File: config.mk
export PLATFORM = sky130hd
export DESIGN_NAME = par_to_serial_8_1
export DESIGN_NICKNAME = d
export VERILOG_FILES = /design/src/rtl/par_to_serial_8_1_pkg.sv /design/src/rtl/par_to_serial_8_1.sv
export SDC_FILE = /design/constraint.sdc
export NUM_CORES = 1
export LEC_CHECK = 0
export ABC_AREA = 0
export CAP_MARGIN = 25
export CORE_MARGIN = 4
export CORE_UTILIZATION = 45
export DETAILED_ROUTE_END_ITERATION = 12
export PLACE_DENSITY = 0.67
export SYNTH_ARGS = -nofsm -noshare
export SYNTH_HDL_FRONTEND = slang
export SYNTH_SLANG_ARGS = --single-unit
File: constraint.sdc
create_clock -name clk_32f -period 2.05 [get_ports clk_32f]
set_input_delay 0.41 -clock clk_32f [delete_from_list [all_inputs] [get_ports clk_32f]]
set_output_delay 0.41 -clock clk_32f [all_outputs]
set_load 0.01 [all_outputs]
File: src/rtl/par_to_serial_8_1_pkg.sv
// Shared symbol constants and state encoding for the 8:1 serializer and the
// matching serial-to-parallel receiver (which hunts for IDLE_SYM to align).
package par_to_serial_8_1_pkg;
  localparam int SYMBOL_BITS = 8;
  localparam logic [SYMBOL_BITS-1:0] IDLE_SYM = 8'hBC;

  typedef enum logic [1:0] {
    RESET  = 2'd0,
    SYNC   = 2'd1,
    ACTIVE = 2'd2
  } state_t;
endpackage

File: src/rtl/par_to_serial_8_1.sv
// Byte-to-bit serializer: MSB-first in fixed 8-cycle slots, idle/comma fill,
// and a post-reset run of idle symbols before the handshake opens.
module par_to_serial_8_1 #(
  parameter int         SYNC_SYMBOLS = 4,
  parameter logic [7:0] IDLE_SYM     = par_to_serial_8_1_pkg::IDLE_SYM
) (
  input  logic       clk_32f,
  input  logic       reset_L,
  input  logic [7:0] data_in,
  input  logic       valid_in,
  output logic       ready_out,
  output logic       data_out,
  output logic       sync_done,
  output logic       out_is_data
);
  import par_to_serial_8_1_pkg::*;

  localparam int              CNT_W     = $clog2(SYMBOL_BITS);
  localparam logic [CNT_W-1:0] BIT_LAST  = CNT_W'(SYMBOL_BITS - 1);
  localparam logic [3:0]      LAST_SYNC = 4'(SYNC_SYMBOLS - 1);

  state_t                 state, state_n;
  logic [SYMBOL_BITS-1:0] shreg, shreg_n;
  logic [SYMBOL_BITS-1:0] hold, hold_n;
  logic [CNT_W-1:0]       bit_cnt, bit_cnt_n;
  logic [3:0]             sym_cnt, sym_cnt_n;
  logic                   hold_valid, hold_valid_n;
  logic                   is_data_n;
  logic                   boundary, accept;

  assign boundary  = (bit_cnt == BIT_LAST);
  // Hold may refill on the edge it drains, so back-to-back bytes see no bubble.
  assign ready_out = (state == ACTIVE) && (!hold_valid || boundary);
  assign accept    = valid_in && ready_out;
  assign data_out  = shreg[SYMBOL_BITS-1];
  assign sync_done = (state == ACTIVE);

  always_comb begin
    state_n      = state;
    shreg_n      = shreg;
    bit_cnt_n    = bit_cnt;
    sym_cnt_n    = sym_cnt;
    hold_n       = hold;
    hold_valid_n = hold_valid;
    is_data_n    = out_is_data;

    if (state != SYNC && state != ACTIVE) begin
      // First edge out of reset starts the first idle slot (also recovers 2'd3).
      state_n   = SYNC;
      shreg_n   = IDLE_SYM;
      bit_cnt_n = '0;
      sym_cnt_n = '0;
      is_data_n = 1'b0;
    end else if (boundary) begin
      bit_cnt_n = '0;
      if (state == ACTIVE && hold_valid) begin
        shreg_n      = hold;
        is_data_n    = 1'b1;
        hold_valid_n = 1'b0;
      end else begin
        shreg_n   = IDLE_SYM;
        is_data_n = 1'b0;
      end
      if (state == SYNC) begin
        sym_cnt_n = sym_cnt + 4'd1;
        if (sym_cnt == LAST_SYNC) state_n = ACTIVE;
      end
    end else begin
      shreg_n   = {shreg[SYMBOL_BITS-2:0], 1'b0};
      bit_cnt_n = bit_cnt + CNT_W'(1);
    end

    if (accept) begin
      hold_n       = data_in;
      hold_valid_n = 1'b1;
    end
  end

  always_ff @(posedge clk_32f) begin
    if (!reset_L) begin
      state       <= RESET;
      shreg       <= '0;
      bit_cnt     <= '0;
      sym_cnt     <= '0;
      hold        <= '0;
      hold_valid  <= 1'b0;
      out_is_data <= 1'b0;
    end else begin
      state       <= state_n;
      shreg       <= shreg_n;
      bit_cnt     <= bit_cnt_n;
      sym_cnt     <= sym_cnt_n;
      hold        <= hold_n;
      hold_valid  <= hold_valid_n;
      out_is_data <= is_data_n;
    end
  end
endmodule

==> impl.org, run 1 <==
** Logic synthesis
- Counting flops with a built-in enable in the synthesized netlist gives 0.
- Share of synthesized area occupied by flip-flops and latches :: 48.1%
- Total of warnings raised by yosys :: 0
- Area leader, netlist :: dfxtp_1
- Averaged over all synthesized cells, the footprint is 10.4 sq um.
- After synthesis, the cell types taking the most area are dfxtp_1 (48%), mux2i_1 (7.1%), nand2_1 (6.7%).
- Post-synthesis instance area :: 1120 sq um
- Synthesis inferred 27 register bits.
- The most used flip-flop cell after synthesis is dfxtp_1.
- When the netlist entered floorplanning its net count stood at 124.
- In the synthesized netlist the async set-or-reset flop fraction comes to 0%.
- Counting every instance in the synthesized netlist gives 108.
- Fraction of synthesized cell area taken by the top area cell type :: 48.1%
- After synthesis, the netlist uses 31 different library cells.

** Layout
- Nets@finish :: 140
- Fraction of final layout cells sized beyond drive strength 1 :: 16.3%
- The repair_antennas step left the layout with diodes totalling 0.
- Post-Layout Inst Area :: 1300 sq um
- Area growth from synthesis to final layout :: 15.5%

** Worst setup path
- CP Data Required Time :: 1.64 ns
- Critical path's top delay family :: adder cells
- CP Capture Type :: output port
- Critical path class :: reg2out
- CP Max Fanout :: 2
- Counting both buffers and inverters, the worst setup path holds a total of 1.
- STA classifies the critical path startpoint as a flop.
- Traced cell by cell, the critical path runs through ha_1 > ha_2 > nand2b_4 > and2_2 > clkdlybuf4s15_1.
- STA puts the critical path data arrival time at 1.57 ns.
- The slowest stage of the critical path is the dfxtp_2 cell.
- In this design, the stage delay of the slowest critical-path cell is 0.35 ns.

** Clocking
- The later pin in the worst-skew pair is clocked with a latency of 0.33 ns.
- In this run the number of H-tree levels came out at 1.
- Number of buffers added by the clock tree synthesis step :: 3
- TritonCTS built the clock tree.
- Clock tree synthesis found a total of 27 sinks.
- Clock Path Buffers :: 2
- Clock tree synthesis selected as its root buffer the cell clkbuf_4.
- Hold bufs inserted after CTS :: 0
- Clock transition at the registers of the reported paths :: 0.13 ns

** STA
- Adding up every negative setup slack in the final design gives 0 ns.
- Setup repair after global routing left no endpoint under its margin.
- Clock skew on the completed layout was measured at 0.00907 ns.
- Final slew viol count :: 0
- Subtracting the final worst setup slack from the clock period gives 1.98 ns.
- Post-route fraction of the period consumed by the critical path :: 96.6%
- At the pin with the least slew margin, the transition time is 0.424 ns.
- In the post-route analysis, the smallest setup slack over all paths is 0.0693 ns.
- Based on the critical path, the design can be clocked at up to 0.505 GHz.
- Number of setup violations in the final report :: 0
- Hold violation total from the final report :: 0
- Worst rel slew slack :: 71.7%

** Routing
- Using the TritonRoute via totals, the vias-per-cell ratio works out to 5.27.
- Total routed wirelength :: 2.01 mm
- Number of iterations in the first detailed-routing pass :: 4
- For this block, the initial DRC count from the detailed router was 22.
- Average wire per cell in the routed design :: 13.3 um
- The count of nets left with antenna violations once routing finished came out at 0.
- The routed layout has 796 vias.
- Residual DRC count :: 0

** Placement
- Pre-CTS WS :: 0.158 ns
- Number of port buffers :: 14
- In this run the cell area measured after placement is 1260 sq um.
- Half-perimeter wire length after detailed placement :: 1.48 mm
- The congestion estimate from routability-driven global placement came to 0.702.

** Power and ir drop
- Across the VDD grid, the largest voltage drop is 0.000401 V.
- In this run the static leakage power is 0.482 nW.
- Power comes to 1.03 mW.
- Power Density :: 795 nW/um^2

** Global routing
- Entering global routing, the biggest net connects 29 pins.
- Summed over all layers, the global routing overflow is 0.
- Vias in the first global route :: 779
- Gr usage total :: 13.6%
- Antenna violations before repair :: 0
- The first global-routing pass estimated 3.54 mm of wire.

** Hold path
- Hold crit path type :: reg2reg

** Run status
- Status :: finished clean

** Floorplanning
- Vertical die dimension :: 58.0 um
- Standard-cell row count :: 17
- The region available for standard cell placement spans 2300 sq um.
- Measured along the x axis, the die boundary spans 58.0 um.
- In this run the count of I/O pins placed on the die edge is 15.
- Floorplan die area :: 3360 sq um
- Once the floorplan was initialized, standard cells occupied 49.0% of the core.

** Run
- # Max-Cap Violations :: 0
metal layers:
layer | up-vias | part of all wire (%) | global-route usage [%]
li1 | 411 | - | -
met2 | 18 | 45 | 20.6
met4 | 0 | 2.0 | 8.28
met5 | - | 0 | 0
met1 | 363 | 49 | 17.8
met3 | 4 | 4.8 | 2.67
Yosys cell counts (2+ instances only):
library cell   n
dfxtp_1       27
o221a_2        5
mux2i_1        8
and3_1         2
nand3_1        4
nor2_1         6
nand2_1       20
a21oi_1        2
buf_6          4
ha_1           5
a32o_1         2
and2_1         2
inv_1          2
xor2_1         2
stage by stage:
stage / utilization, % / instances / hold slack [ns]
detailed placement: 55.1 / 147 / 0.417
finish: 56.5 / 151 / 0.409
global placement: 55.1 / 147 / 0.403
floorplan: - / 108 / 0.396
global route: 56.5 / 151 / 0.418
CTS: 56.5 / 151 / 0.412
cell families (layout without fill, tap and decap cells):
logic type               Yosys count  after routing  synth area share, %
AND/OR/NAND/NOR                   43             43                 19.8
AO/OA/AOI/OAI                     15             15                 11.8
adder cells (fa/ha/maj)            5              5                 5.56
multiplexers                       9              9                 8.12
buffers and inverters              7             22                 5.12
flip-flops                        27             27                 48.1
XOR/XNOR                           2              2                 1.56
layout make-up:
| class | instances | area (sq um) |
|---|---|---|
| clock buffer | 3 | 22.5 |
| clock inverter | 1 | 5.00 |
| fill | 235 | 998 |
| inverter | 2 | 7.51 |
| multi-input combinational | 74 | 532 |
| sequential | 27 | 542 |
| tap | 28 | 35.0 |
| timing repair buffer | 16 | 155 |
cell usage in the layout (no fill, tap or decap), drive strengths merged, types with 2 or more instances in the layout:
cell,n
and3,3
clkbuf,3
o221a,5
xor2,2
dfxtp,27
clkdlybuf4s50,13
ha,5
mux2i,8
inv,2
a32o,2
nand3,4
nand2b,2
a21oi,2
nor2,6
nand2,20
buf,2
and2,3
worst paths after layout:
kind / start / to / slack, ns / cells past startpoint
hold / removal: bit_cnt[0] / bit_cnt[0] / 0.41 / 1
setup / recovery: bit_cnt[0] / ready_out / 0.07 / 5
hold reg to reg: bit_cnt[0] / bit_cnt[0] / 0.41 / 1
setup reg to reg: state[0] / hold_valid / 0.46 / 5
state kept, by name (all words and copies together) (netlist names):
signal	count
bit_cnt	3
hold	8
hold_valid	1
out_is_data	1
shreg	8
state	2
sym_cnt	4
report_power, final:
group | switching (mW) | internal [mW]
clock network | 0.153 | 0.0732
registers | 0.0217 | 0.575
logic | 0.106 | 0.103
total | 0.281 | 0.751
what timing repair did:
action                     in CTS  in global routing
setup endpoints to repair       2                  0
buffers inserted                0                  0
resized for setup               5                  0
Power figures use the tool's default switching activity.
==> run 2: changes to the inputs <==
--- a/config.mk
+++ b/config.mk
@@ -10,6 +10,8 @@
 export CORE_MARGIN = 4
 export CORE_UTILIZATION = 45
 export DETAILED_ROUTE_END_ITERATION = 12
+export GPL_ROUTABILITY_DRIVEN = 1
+export GPL_TIMING_DRIVEN = 0
 export PLACE_DENSITY = 0.67
 export SYNTH_ARGS = -nofsm -noshare
 export SYNTH_HDL_FRONTEND = slang
==> run 2 against run 1 <==
Net effect: via count increased by 3.4%; clock power increased by 2%; cell count increased by 2.0%; cell area increased by 2.7%; sequential share of layout area decreased by 1.1 points; flip-flop and latch count unchanged; critical path depth increased by 1; critical endpoint unchanged; largest power group unchanged.
==> impl.org, run 2 (synthesis gave the netlist of run 1 again) <==
** Run status
- Status :: finished clean

** Routing
- The routed layout has 823 vias.
- For this run, design rule violations remaining after detail routing come to 0.
- The first routing iteration left 12 violations.
- In this run the remaining antenna-violating nets after routing total 0.
- Summed over all layers, the routed wires come to 2.02 mm.
- Vias per inst :: 5.34
- Average wire per cell in the routed design :: 13.1 um
- Number of iterations in the first detailed-routing pass :: 4

** Clocking
- CTS placed an instance of clkbuf_4 at the clock tree root.
- Clock-pin slew was measured on the worst setup and hold paths at 0.14 ns.
- For this design, the sink count on the clock tree is 27.
- Number of H-tree levels :: 1
- Clock tree from TritonCTS :: done
- Number of buffers added by the clock tree synthesis step :: 3
- The clock reaches the later pin of the worst-skew pair after 0.33 ns.
- The clock passes through at most 2 buffers.

** STA
- Hold violation total from the final report :: 0
- The worst path uses 96.5% of the clock period.
- RSZ-0062 raised after global routing :: false
- Setup violations remaining at the end of the flow were counted as 0.
- The number of max-slew violations in the final report is 0.
- For the final routed database, the setup TNS stands at 0 ns.
- Across the routed clock network, the largest skew measured is 0.00612 ns.
- The routed design could run at a clock period as short as 1.98 ns.
- At the pin with the least slew margin, the transition time is 0.372 ns.
- Peak Freq :: 0.506 GHz
- Worst rel slew slack :: 75.1%

** Layout
- Nets@finish :: 143
- Once layout is complete, the cells apart from fillers number 154.
- Most frequent cells in the layout :: dfxtp_1 (26), nand2_1 (20), clkdlybuf4s50_1 (12)
- From synthesis to final layout, the design area changed by 18.6%.
- The library cell used most frequently in the layout, excluding fill and tap cells, is dfxtp_1.
- Biggest regs :: hold: 8 flops, shreg: 8 flops, sym_cnt: 4 flops
- Cells with a size suffix above 1 make up 19.8% of the layout.
- Number of diodes :: 0

** Placement
- RD Place Congestion :: 0.717
- Number of port buffers :: 14
- Counting tap cells, the placed design contains a total of 150 instances.
- Half-perimeter wire length after detailed placement :: 1.47 mm

** Power and ir drop
- For this design the static power due to leakage is 0.517 nW.
- Power Density :: 779 nW/um^2
- Maximum vdd ir drop :: 0.000489 V

** Worst setup path
- The cell family contributing the most delay on the critical path is flip-flops.
- Of all nets on the critical path, the largest fanout is 9.
- Counting both buffers and inverters, the worst setup path holds a total of 2.
- STA classifies the critical path endpoint as an output port.
- STA classifies the critical path startpoint as a flop.
- The cell that appears most often on the critical path is ha_2.
- For the worst setup path, the data required time is 1.64 ns.
- Longest individual stage delay on the worst path :: 0.35 ns
- Crit path depth :: 6
- Critical-path cell with the highest stage delay :: dfxtp_2
- Critical path cell sequence :: ha_2 > ha_2 > buf_6 > nand2b_4 > and2_2 > buf_2
- The worst register-to-register path has a depth of 5.
- Data arrival time of the critical path :: 1.57 ns
- By startpoint and endpoint, the worst setup path is classified as reg2out.

** Global routing
- Global routing used 13.7% of the available tracks across all layers.
- In the global route stage, met3 resource usage came out at 4.68%.
- After global routing, the most crowded layer is met2.
- For this run, global-route usage on met1 was measured as 17.1%.
- Largest net degree at the start of global routing :: 16
- Met2 capacity usage during global routing :: 22.4%
- Vias in the first global route :: 844
- Overflow after GRT :: 0
- Global-route wire length before repair :: 3.59 mm
- The initial antenna violation count was 0.

** Hold path
- In this run the worst hold path is classified as reg2reg.
- Depth of the worst hold-timing path :: 1

** Floorplanning
- The initial utilization of the core area, before any placement, comes to 49.0%.
- Die width :: 58.0 um
- The initialized floorplan defines 17 standard-cell rows.
- IO Pins :: 15
- Vertical die dimension :: 58.0 um
- The floorplan step defined a die boundary enclosing 3360 sq um.
- Core box area :: 2300 sq um

** Run
- Max-cap violations in this run came to 0.
[run 2: cell types whose count changed in the layout (fill, tap and decap cells not counted)]
cell,delta
ha_1,-1
clkdlybuf4s15_1,-1
ha_2,+1
dlymetal6s2s_1,+1
buf_2,+2
buf_4,-2
clkdlybuf4s50_1,-1
buf_6,+4
[run 2: through the flow]
stage | cell area (sq um) | setup slack [ns] | hold WS, ns | power [mW] | util, %
final | 1330 | 0.0725 | 0.410 | 1.04 | 58.1
after global placement | 1300 | 0.0627 | 0.414 | 0.812 | 56.6
after detailed placement | 1300 | 0.0570 | 0.412 | 0.817 | 56.6
after global routing | 1330 | 0.0101 | 0.427 | 1.09 | 58.1
after floorplan | 1120 | 0.533 | 0.396 | 0.746 | -
after CTS | 1320 | 0.0178 | 0.409 | 1.04 | 57.6
[run 2: where the power goes]
part	switching, mW	internal, mW
logic	0.105	0.106
clock network	0.157	0.0733
registers	0.0229	0.575
[run 2: final cells by class]
type	instances	area, sq um
buffer	5	50.0
tap	28	35.0
sequential	27	542
multi-input combinational	74	534
inverter	2	7.51
clock buffer	3	22.5
clock inverter	1	5.00
fill	218	963
timing repair buffer	14	138
[run 2: timing repair]
action | 4_1_cts | 5_1_grt
hold buffers | 0 | 0
gates resized for setup | 5 | 4
cloned | 0 | 0
setup buffers | 0 | 0
endpoints found under the setup margin | 1 | 2
[run 2: final timing paths]
kind	endpoint	slack, ns	start
setup / recovery	ready_out	0.07	bit_cnt[0]
setup reg to reg	hold_valid	0.47	state[0]
hold / removal	bit_cnt[0]	0.41	bit_cnt[0]
hold reg to reg	bit_cnt[0]	0.41	bit_cnt[0]
[run 2: per-layer routing]
metal,vias up,part of all wire [%]
met5,-,0
met4,0,1.1
met3,2,4.8
met2,15,45
met1,389,49
li1,417,-
